**src/rtl/song_pkg.sv**
```systemverilog
// song_pkg: shared definitions for the song playback path.
//   NOTE_W       width of a note time (10 ms units)
//   NOTE_NONE    all-ones time; both the "no note" value and the ROM end marker
//   feed_state_t state encoding of the note_feeder fetch FSM
package song_pkg;

    localparam int NOTE_W = 18;
    localparam logic [NOTE_W-1:0] NOTE_NONE = {NOTE_W{1'b1}};

    typedef enum logic [1:0] {
        ST_IDLE  = 2'd0,
        ST_FETCH = 2'd1,
        ST_DRAIN = 2'd2
    } feed_state_t;

    function automatic logic is_sentinel(input logic [NOTE_W-1:0] t);
        return t == NOTE_NONE;
    endfunction

endpackage

```
**src/rtl/note_fifo.sv**
```systemverilog
// note_fifo: small synchronous FIFO of note times with a fall-through head.
// Ports:
//   clk, reset    clock, synchronous active-high reset
//   flush         empty the FIFO (same effect as reset on pointers/count)
//   push, data    write data when push is high
//   pop           remove the head; ignored while empty
//   head          current head, NOTE_NONE while empty (combinational from rd_ptr)
//   count         number of stored entries, 0..DEPTH
// Handshake: push and pop are plain strobes, both may be high in one cycle,
// including when full (the pop frees the slot the push uses).
module note_fifo
    import song_pkg::*;
#(
    parameter int DEPTH = 4
) (
    input  logic                       clk,
    input  logic                       reset,
    input  logic                       flush,
    input  logic                       push,
    input  logic [NOTE_W-1:0]          data,
    input  logic                       pop,
    output logic [NOTE_W-1:0]          head,
    output logic [$clog2(DEPTH):0]     count
);

    localparam int PTR_W = $clog2(DEPTH);
    localparam int CNT_W = PTR_W + 1;
    localparam logic [CNT_W-1:0] FULL = CNT_W'(DEPTH);

    logic [NOTE_W-1:0] mem [DEPTH];
    logic [PTR_W-1:0]  wr_ptr;
    logic [PTR_W-1:0]  rd_ptr;
    logic              do_push;
    logic              do_pop;

    assign do_pop  = pop && (count != '0);
    assign do_push = push && ((count != FULL) || do_pop);

    always_ff @(posedge clk) begin
        if (reset || flush) begin
            wr_ptr <= '0;
            rd_ptr <= '0;
            count  <= '0;
        end else begin
            if (do_push) wr_ptr <= wr_ptr + PTR_W'(1);
            if (do_pop)  rd_ptr <= rd_ptr + PTR_W'(1);
            case ({do_push, do_pop})
                2'b10:   count <= count + CNT_W'(1);
                2'b01:   count <= count - CNT_W'(1);
                default: count <= count;
            endcase
        end
    end

    // Storage carries no reset; validity is tracked by count alone.
    always_ff @(posedge clk) begin
        if (do_push && !(reset || flush)) mem[wr_ptr] <= data;
    end

    assign head = (count == '0) ? NOTE_NONE : mem[rd_ptr];

endmodule

```
**src/rtl/note_feeder.sv**
```systemverilog
// note_feeder: walks one track of the song ROM and keeps a prefetch FIFO of
// upcoming note times for the note matcher.
// Ports:
//   clk, reset     clock, synchronous active-high reset
//   song_start     pulse: flush and restart the song from ROM address 0
//   rom_addr       registered ROM read address
//   rom_data       ROM data, valid one cycle after rom_addr (BRAM latency)
//   note_request   pulse: pop the current head note
//   note_time      head note time, NOTE_NONE when nothing is buffered
//   note_valid     FIFO non-empty
//   song_done      end of song reached and FIFO drained
//   order_error    sticky: a fetched time was lower than its predecessor
// Handshake: note_request pops only when note_valid is high; a request
// without a valid head, or coinciding with song_start, is dropped.
module note_feeder
    import song_pkg::*;
#(
    parameter int ADDR_W = 12,
    parameter int DEPTH  = 4
) (
    input  logic              clk,
    input  logic              reset,
    input  logic              song_start,
    output logic [ADDR_W-1:0] rom_addr,
    input  logic [NOTE_W-1:0] rom_data,
    input  logic              note_request,
    output logic [NOTE_W-1:0] note_time,
    output logic              note_valid,
    output logic              song_done,
    output logic              order_error
);

    localparam int CNT_W = $clog2(DEPTH) + 1;
    localparam logic [CNT_W:0] DEPTH_C = (CNT_W+1)'(DEPTH);

    feed_state_t       state;
    feed_state_t       state_next;
    logic              inflight;      // a read was issued last cycle; rom_data is its result
    logic              have_last;     // at least one note pushed since song_start
    logic [NOTE_W-1:0] last_time;
    logic [CNT_W-1:0]  fifo_count;
    logic              sentinel_hit;
    logic              credit_ok;
    logic              last_addr;
    logic              issue;
    logic              push;
    logic              pop;

    assign sentinel_hit = inflight && is_sentinel(rom_data);
    // Credit: buffered entries plus the read in flight must leave room.
    assign credit_ok    = ({1'b0, fifo_count} + {{CNT_W{1'b0}}, inflight}) < DEPTH_C;
    assign last_addr    = (rom_addr == {ADDR_W{1'b1}});

    always_comb begin
        state_next = state;
        issue      = 1'b0;
        push       = 1'b0;
        pop        = 1'b0;

        // Results of reads issued before a restart are discarded.
        if (!song_start) begin
            push = inflight && !sentinel_hit;
            pop  = note_request && note_valid;
        end

        case (state)
            ST_IDLE: ;
            ST_FETCH: begin
                // A sentinel squashes any read that would issue alongside it.
                issue = credit_ok && !sentinel_hit && !song_start;
                if (sentinel_hit)
                    state_next = ST_DRAIN;
                else if (issue && last_addr)
                    state_next = ST_DRAIN;
            end
            ST_DRAIN: ;
            default: state_next = ST_IDLE;
        endcase

        if (song_start) state_next = ST_FETCH;
    end

    always_ff @(posedge clk) begin
        if (reset) state <= ST_IDLE;
        else       state <= state_next;
    end

    always_ff @(posedge clk) begin
        if (reset) begin
            rom_addr    <= '0;
            inflight    <= 1'b0;
            have_last   <= 1'b0;
            last_time   <= '0;
            order_error <= 1'b0;
        end else if (song_start) begin
            rom_addr  <= '0;
            inflight  <= 1'b0;
            have_last <= 1'b0;
        end else begin
            inflight <= issue;
            // The final ROM address is read once and the address then holds.
            if (issue && !last_addr) rom_addr <= rom_addr + ADDR_W'(1);
            if (push) begin
                last_time <= rom_data;
                have_last <= 1'b1;
                if (have_last && (rom_data < last_time)) order_error <= 1'b1;
            end
        end
    end

    note_fifo #(.DEPTH(DEPTH)) u_fifo (
        .clk   (clk),
        .reset (reset),
        .flush (song_start),
        .push  (push),
        .data  (rom_data),
        .pop   (pop),
        .head  (note_time),
        .count (fifo_count)
    );

    assign note_valid = (fifo_count != '0);
    assign song_done  = (state == ST_DRAIN) && (fifo_count == '0);

endmodule

```
**config.mk**
```make
export PLATFORM = sky130hd
export DESIGN_NAME = note_feeder
export DESIGN_NICKNAME = d
export VERILOG_FILES = /design/src/rtl/song_pkg.sv /design/src/rtl/note_fifo.sv /design/src/rtl/note_feeder.sv
export SDC_FILE = /design/constraint.sdc
export NUM_CORES = 1
export LEC_CHECK = 0
export CAP_MARGIN = 20
export CORE_UTILIZATION = 40
export DETAILED_ROUTE_END_ITERATION = 6
export PLACE_DENSITY = 0.57
export SYNTH_ARGS = -nofsm -noshare
export SYNTH_HDL_FRONTEND = slang
export SYNTH_SLANG_ARGS = --single-unit
export TNS_END_PERCENT = 1
```
**constraint.sdc**
```tcl
create_clock -name clk -period 6.51 [get_ports clk]
set_input_delay 1.302 -clock clk [delete_from_list [all_inputs] [get_ports clk]]
set_output_delay 1.302 -clock clk [all_outputs]
set_load 0.01 [all_outputs]
```
==> results.toml, run 1 <==
[routing]
met3_length_um = 453
drt_pass1_iterations = 4
ant_nets = 0
wl_met2_um = 5140
drtIter0Drc = 146
routed_wl_um = 10500
avgRoutedWirePerCell_um = 16.6
top_layer = "met4"
viasPerCell = 5.21
drc_errors = 0
wl_met1_um = 4710
vias = 3309

[cts]
clk_pin_slew_ns = 0.05
cts.sinks = 116
cts_tree = "done"
cts_root_buf = "clkbuf_16"
cts_resized = 0
postCtsSetupRepairBufs = 0
h-tree-depth = 4
ctsHoldBuffers = 0
clkLatencyLatePin_ns = 0.41
clockBufferDepth = 2
numCtsBuffers = 17

[global_route]
grt.total_usage_pct = 17.7
grt-ovfl-total = 0
first_global_vias = 3288
antenna_found_initial = 0
grt_max_degree = 23
grt_first_pass_wirelength_um = 17100

[layout]
fillers = 1081
syn2layout_area_growth_pct = 25.4
finalNonFillerCells = 635
n_antenna_cell = 0
layout.nets = 501
postLayoutCellArea_um2 = 6400
multi_input_area_um2 = 1900
drive_gt1_share_pct = 15.4
seqCellArea_um2 = 3040

[timing]
min_period_ns = 4.05
report.final.slew_viol_count = 0
hold_viol = 0
max_freq_mhz = 247
fin_skew_ns = 0.00682
rsz0062_at_grt = "false"
setup_viol = 0
fin_crit_sh_pct = 62.2
fin_setup_tns_ns = 0
tightest_slew_ns = 0.989
relSlewSlack_pct = 34.1
worst_slack_ns = 2.46

[synthesis]
synth_top_area_share_pct = 42.4
synth_area_per_cell_um2 = 13.0
yosysMostFrequentCell = "edfxtp_1"
ys_seq_area_share_pct = 59.6
synth_commonest_cells = "edfxtp_1 (72), dfxtp_1 (44), nor2_1 (34), inv_1 (27), ha_1 (23)"
synthCells = 392
synth-seq-cells = 116
synth_area_leaders = "edfxtp_1 (42%), dfxtp_1 (17%), mux4_2 (7.9%)"
synthArstFlopShare_pct = 0
synth_edf_count = 72
ys_types = 46
synth_area_leader_cell = "edfxtp_1"
ys_warn_count = 0
syn_area_um2 = 5100
synth_flop_cell = "edfxtp_1"
synth_fp_nets = 438

[pwr]
power_density_nw_per_um2 = 273
total_power_mw = 1.75
ir_drop_uv = 139
p_leak_nw = 2.06

[placement]
io_buffers = 54
dpl.cell_count = 604
placed_area_um2 = 5830
hpwl_um = 7010
place.gp.congestion = 0.737
dp_slack_ns = 2.30

[critical_path]
cp.arrival_ns = 2.75
path_buf_inv = 2
crit_path_end_kind = "output port"
cpPeakStageDelay_ns = 0.68
startpoint_type = "flip-flop"
cp_max_fo = 11
slowest_stage = "dfxtp_1"
crit_path_cell_trace = "buf_4, mux4_2, or2_2, clkdlybuf4s50_1"
setup.worst_path.class = "flip-flop to output port"
path_delay_family = "buffers and inverters"
worstPathRequired_ns = 5.21

[floorplan]
start_util_pct = 41.8
chipHeight_um = 115
die_area_um2 = 13200
io_pins = 55
fp.dieW_um = 115
rows = 40
fp.coreArea_um2 = 12200

[job]
drv_cap = 0

[worst_hold_path]
min_path_type = "flip-flop to flip-flop"

[status]
status = "complete, no violations"
-- worst register-to-register path: stages, from the launching register on --
cell and delay (ns):
dfxtp_1 0.36, or4b_2 0.74, and2_0 0.29, inv_1 0.09
ha_1 0.18, inv_1 0.06, fa_1 0.37, xor2_1 0.15
or3_1 0.31, a21oi_1 0.15
-- logic make-up after synthesis --
group	Yosys count	synth area share, %
buffers and inverters	41	3.26
muxes	36	11.5
DFF	116	59.6
adders and majority gates	24	6.03
and+or+nand+nor	119	12.6
xor gates and xnor gates	4	0.687
AOI/OAI and AO/OA	52	6.30
-- power breakdown --
part	switching, mW	total (mW)	internal [mW]
registers	0.00146	0.784	0.783
clock network	0.308	0.902	0.593
logic	0.0341	0.0596	0.0254
total	0.344	1.75	1.40
-- final cells by class --
class / instances / share of cell area (%)
inverter: 27 / 1.58
sequential: 116 / 47.5
tap: 168 / 3.28
multi-input combinational: 235 / 29.7
timing repair buffer: 58 / 8.91
clock buffer: 20 / 6.82
clock inverter: 11 / 2.13
-- path summary, 6_finish.rpt --
kind                                 startpoint              end  slack [ns]  depth (start not counted)
worst min register to register        have_last        have_last        0.47                          2
worst min-delay path                  have_last        have_last        0.47                          2
worst max-delay path                  flip-flop    note_time[15]        2.46                          4
worst max register to register  u_fifo.count[0]  u_fifo.count[2]        3.73                          9
-- routing by layer --
layer / up-vias / global-route usage, %
met3: 19 / 4.96
met5: - / 0
li1: 1598 / -
met4: 0 / 9.26
met1: 1619 / 21.1
met2: 73 / 29.4
-- state kept, by name, indices dropped and copies added, names as in the netlist, named ones only --
name           flops
u_fifo.mem        72
last_time         18
rom_addr          12
u_fifo.count       3
state              2
u_fifo.rd_ptr      2
u_fifo.wr_ptr      2
have_last          1
inflight           1
order_error        1
-- placed cells by master, fill, tap and decap left out, drive strengths merged, types with 11 or more instances in the layout --
cell           netlist  final
edfxtp              72     72
mux4                18     18
nand2               11     11
clkdlybuf4s50        0     54
mux2i               18     18
clkbuf               7     20
ha                  23     23
nor2                34     34
a21oi               22     22
or2                 19     19
nand4               13     13
dfxtp               44     44
inv                 27     27
-- per-stage QoR --
step	utilization (%)	hold WS, ns
finish	52.4	0.466
global placement	47.7	0.440
detailed placement	47.7	0.458
CTS	52.4	0.470
floorplan	-	0.432
global route	52.4	0.513
(Power assumes the default switching activity.)
==> inputs of run 2 (changes only) <==
--- a/config.mk
+++ b/config.mk
@@ -8,7 +8,7 @@
 export CAP_MARGIN = 20
 export CORE_UTILIZATION = 40
 export DETAILED_ROUTE_END_ITERATION = 6
-export PLACE_DENSITY = 0.57
+export PLACE_DENSITY = 0.59
 export SYNTH_ARGS = -nofsm -noshare
 export SYNTH_HDL_FRONTEND = slang
 export SYNTH_SLANG_ARGS = --single-unit
==> constraint.sdc (replaced) <==
create_clock -name clk -period 3.3 [get_ports clk]
set_input_delay 0.66 -clock clk [delete_from_list [all_inputs] [get_ports clk]]
set_output_delay 0.66 -clock clk [all_outputs]
set_load 0.01 [all_outputs]
==> run 2 against run 1 <==
Net effect:
- combinational power up 120%
- largest cell class unchanged
- setup slack lost 2.1 ns
- sequential power increased by 98%
- global-route usage down 0.18 points
- wire length fell by 0.50%
- non-clock buffer count rose by 30
==> results.toml, run 2 (synthesis results as in run 1) <==
[layout]
largest_reg_flops = 72
regMostFlops = "u_fifo.mem"
final_common_cell = "edfxtp_1"
layout_common_cells = "edfxtp_1 (72), clkdlybuf4s50_1 (54), dfxtp_1 (44)"
drive_gt1_share_pct = 19.7
n_antenna_cell = 0
layout.nets = 531
syn2layout_area_growth_pct = 29.7
top_regs = "u_fifo.mem x72, last_time x18, rom_addr x12"

[timing]
max_freq_mhz = 338
tightest_slew_ns = 0.537
fin_setup_tns_ns = 0
whs_ns = 0.472
rsz0062_at_grt = "false"
hold_viol = 0
setup_viol = 0
report.final.slew_viol_count = 0
worst_slack_ns = 0.343
min_period_ns = 2.96
fin_skew_ns = 0.00863
relSlewSlack_pct = 64.2
fin_crit_sh_pct = 89.6

[floorplan]
die_area_um2 = 13200
rows = 40
io_pins = 55
start_util_pct = 41.8
fp.coreArea_um2 = 12200
fp.dieW_um = 115
chipHeight_um = 115

[cts]
numCtsBuffers = 17
cts_tree = "done"
h-tree-depth = 4
clockBufferDepth = 2
ctsHoldBuffers = 0
clk_pin_slew_ns = 0.05
clkLatencyLatePin_ns = 0.40
cts_resized = 0
postCtsSetupRepairBufs = 0
cts.sinks = 116
cts_root_buf = "clkbuf_16"

[routing]
routed_wl_um = 10500
avgRoutedWirePerCell_um = 15.8
ant_nets = 0
viasPerCell = 5.10
drc_errors = 0
drtIter0Drc = 151
drt_pass1_iterations = 4
vias = 3398

[placement]
io_buffers = 54
dp_slack_ns = -0.0792
place.gp.congestion = 0.761
hpwl_um = 7000

[critical_path]
crit_start = "rom_data[0]"
r2r.worst_path.cells = 9
worstPathRequired_ns = 3.63
reg2reg_from = "u_fifo.count[0]"
reg2reg_to = "u_fifo.count[2]"
cp_max_fo = 2
startpoint_type = "primary input"
crit_end = "u_fifo.count[2]"
cp.arrival_ns = 3.29
rrSetupSlack_ns = 0.66
crit_path_end_kind = "flip-flop"
setup.worst_path.class = "primary input to flip-flop"

[global_route]
gr-usage-met1_pct = 22.6
grt.total_usage_pct = 17.6
first_global_vias = 3456
antenna_found_initial = 0
gr-usage-met3_pct = 4.64
grt_first_pass_wirelength_um = 17100
grt-busiest-layer = "met2"
grt-ovfl-total = 0
grtUsageMet2_pct = 28.7
grt_max_degree = 23

[pwr]
ir_drop_uv = 290
p_leak_nw = 2.21
power_density_nw_per_um2 = 519

[worst_hold_path]
min_path_type = "flip-flop to flip-flop"

[status]
status = "complete, no violations"

[job]
drv_cap = 0
-- run 2: worst min path at each step --
stage               slack, ns  depth (start not counted)       from        end
finish                   0.47                          2  have_last  have_last
global route             0.51                          2  have_last  have_last
floorplan                0.43                          2  have_last  have_last
CTS                      0.47                          2  have_last  have_last
global placement         0.44                          2  have_last  have_last
detailed placement       0.46                          2  have_last  have_last
-- run 2: where the power goes --
part	leakage [nW]	internal [mW]	switching, mW	total, mW
registers	1.00	1.54	0.00273	1.55
logic	0.937	0.0646	0.0691	0.134
clock network	0.275	1.18	0.579	1.75
-- run 2: cell type report --
cell class | count | area [µm²]
Clock inverter | 8 | 113
Clock buffer | 24 | 452
Sequential cell | 116 | 3040
Fill cell | 1094 | 5600
Inverter | 27 | 101
Tap cell | 168 | 210
Multi-Input combinational cell | 235 | 1900
Timing Repair Buffer | 88 | 796
-- run 2: metrics by stage --
step	instance area, µm²	utilization [%]	cells	power (mW)
3_3_place_gp	6050	49.6	634	1.71
5_1_grt	6620	54.2	666	3.55
3_5_place_dp	6050	49.6	634	1.71
4_1_cts	6620	54.2	666	3.47
6_report	6620	54.2	666	3.43
2_1_floorplan	5100	-	392	1.63
-- run 2: per-layer routing --
| metal | wire length [µm] | part of all wire [%] |
|---|---|---|
| met3 | 397 | 3.8 |
| met5 | 0 | 0 |
| met1 | 4930 | 47 |
| met4 | 147 | 1.4 |
| met2 | 5020 | 48 |
-- run 2: worst max-delay path, cell delays in order --
cell and delay [ns]:
clkdlybuf4s50_1 0.48, nand4_1 0.18, nor3_1 0.30, buf_4 0.17
a21oi_2 0.05, and2_0 0.18, inv_1 0.07, ha_1 0.15
inv_1 0.06, fa_1 0.37, xor2_1 0.16, or3_1 0.31
a21oi_1 0.15
==> inputs of run 3 (changes only) <==
--- a/config.mk
+++ b/config.mk
@@ -7,6 +7,7 @@
 export LEC_CHECK = 0
 export CAP_MARGIN = 20
 export CORE_UTILIZATION = 40
+export CTS_CLUSTER_SIZE = 20
 export DETAILED_ROUTE_END_ITERATION = 6
 export PLACE_DENSITY = 0.59
 export SYNTH_ARGS = -nofsm -noshare
==> results of run 3 <==
No change in the layout: final DEF, timing and power equal those of run 2.
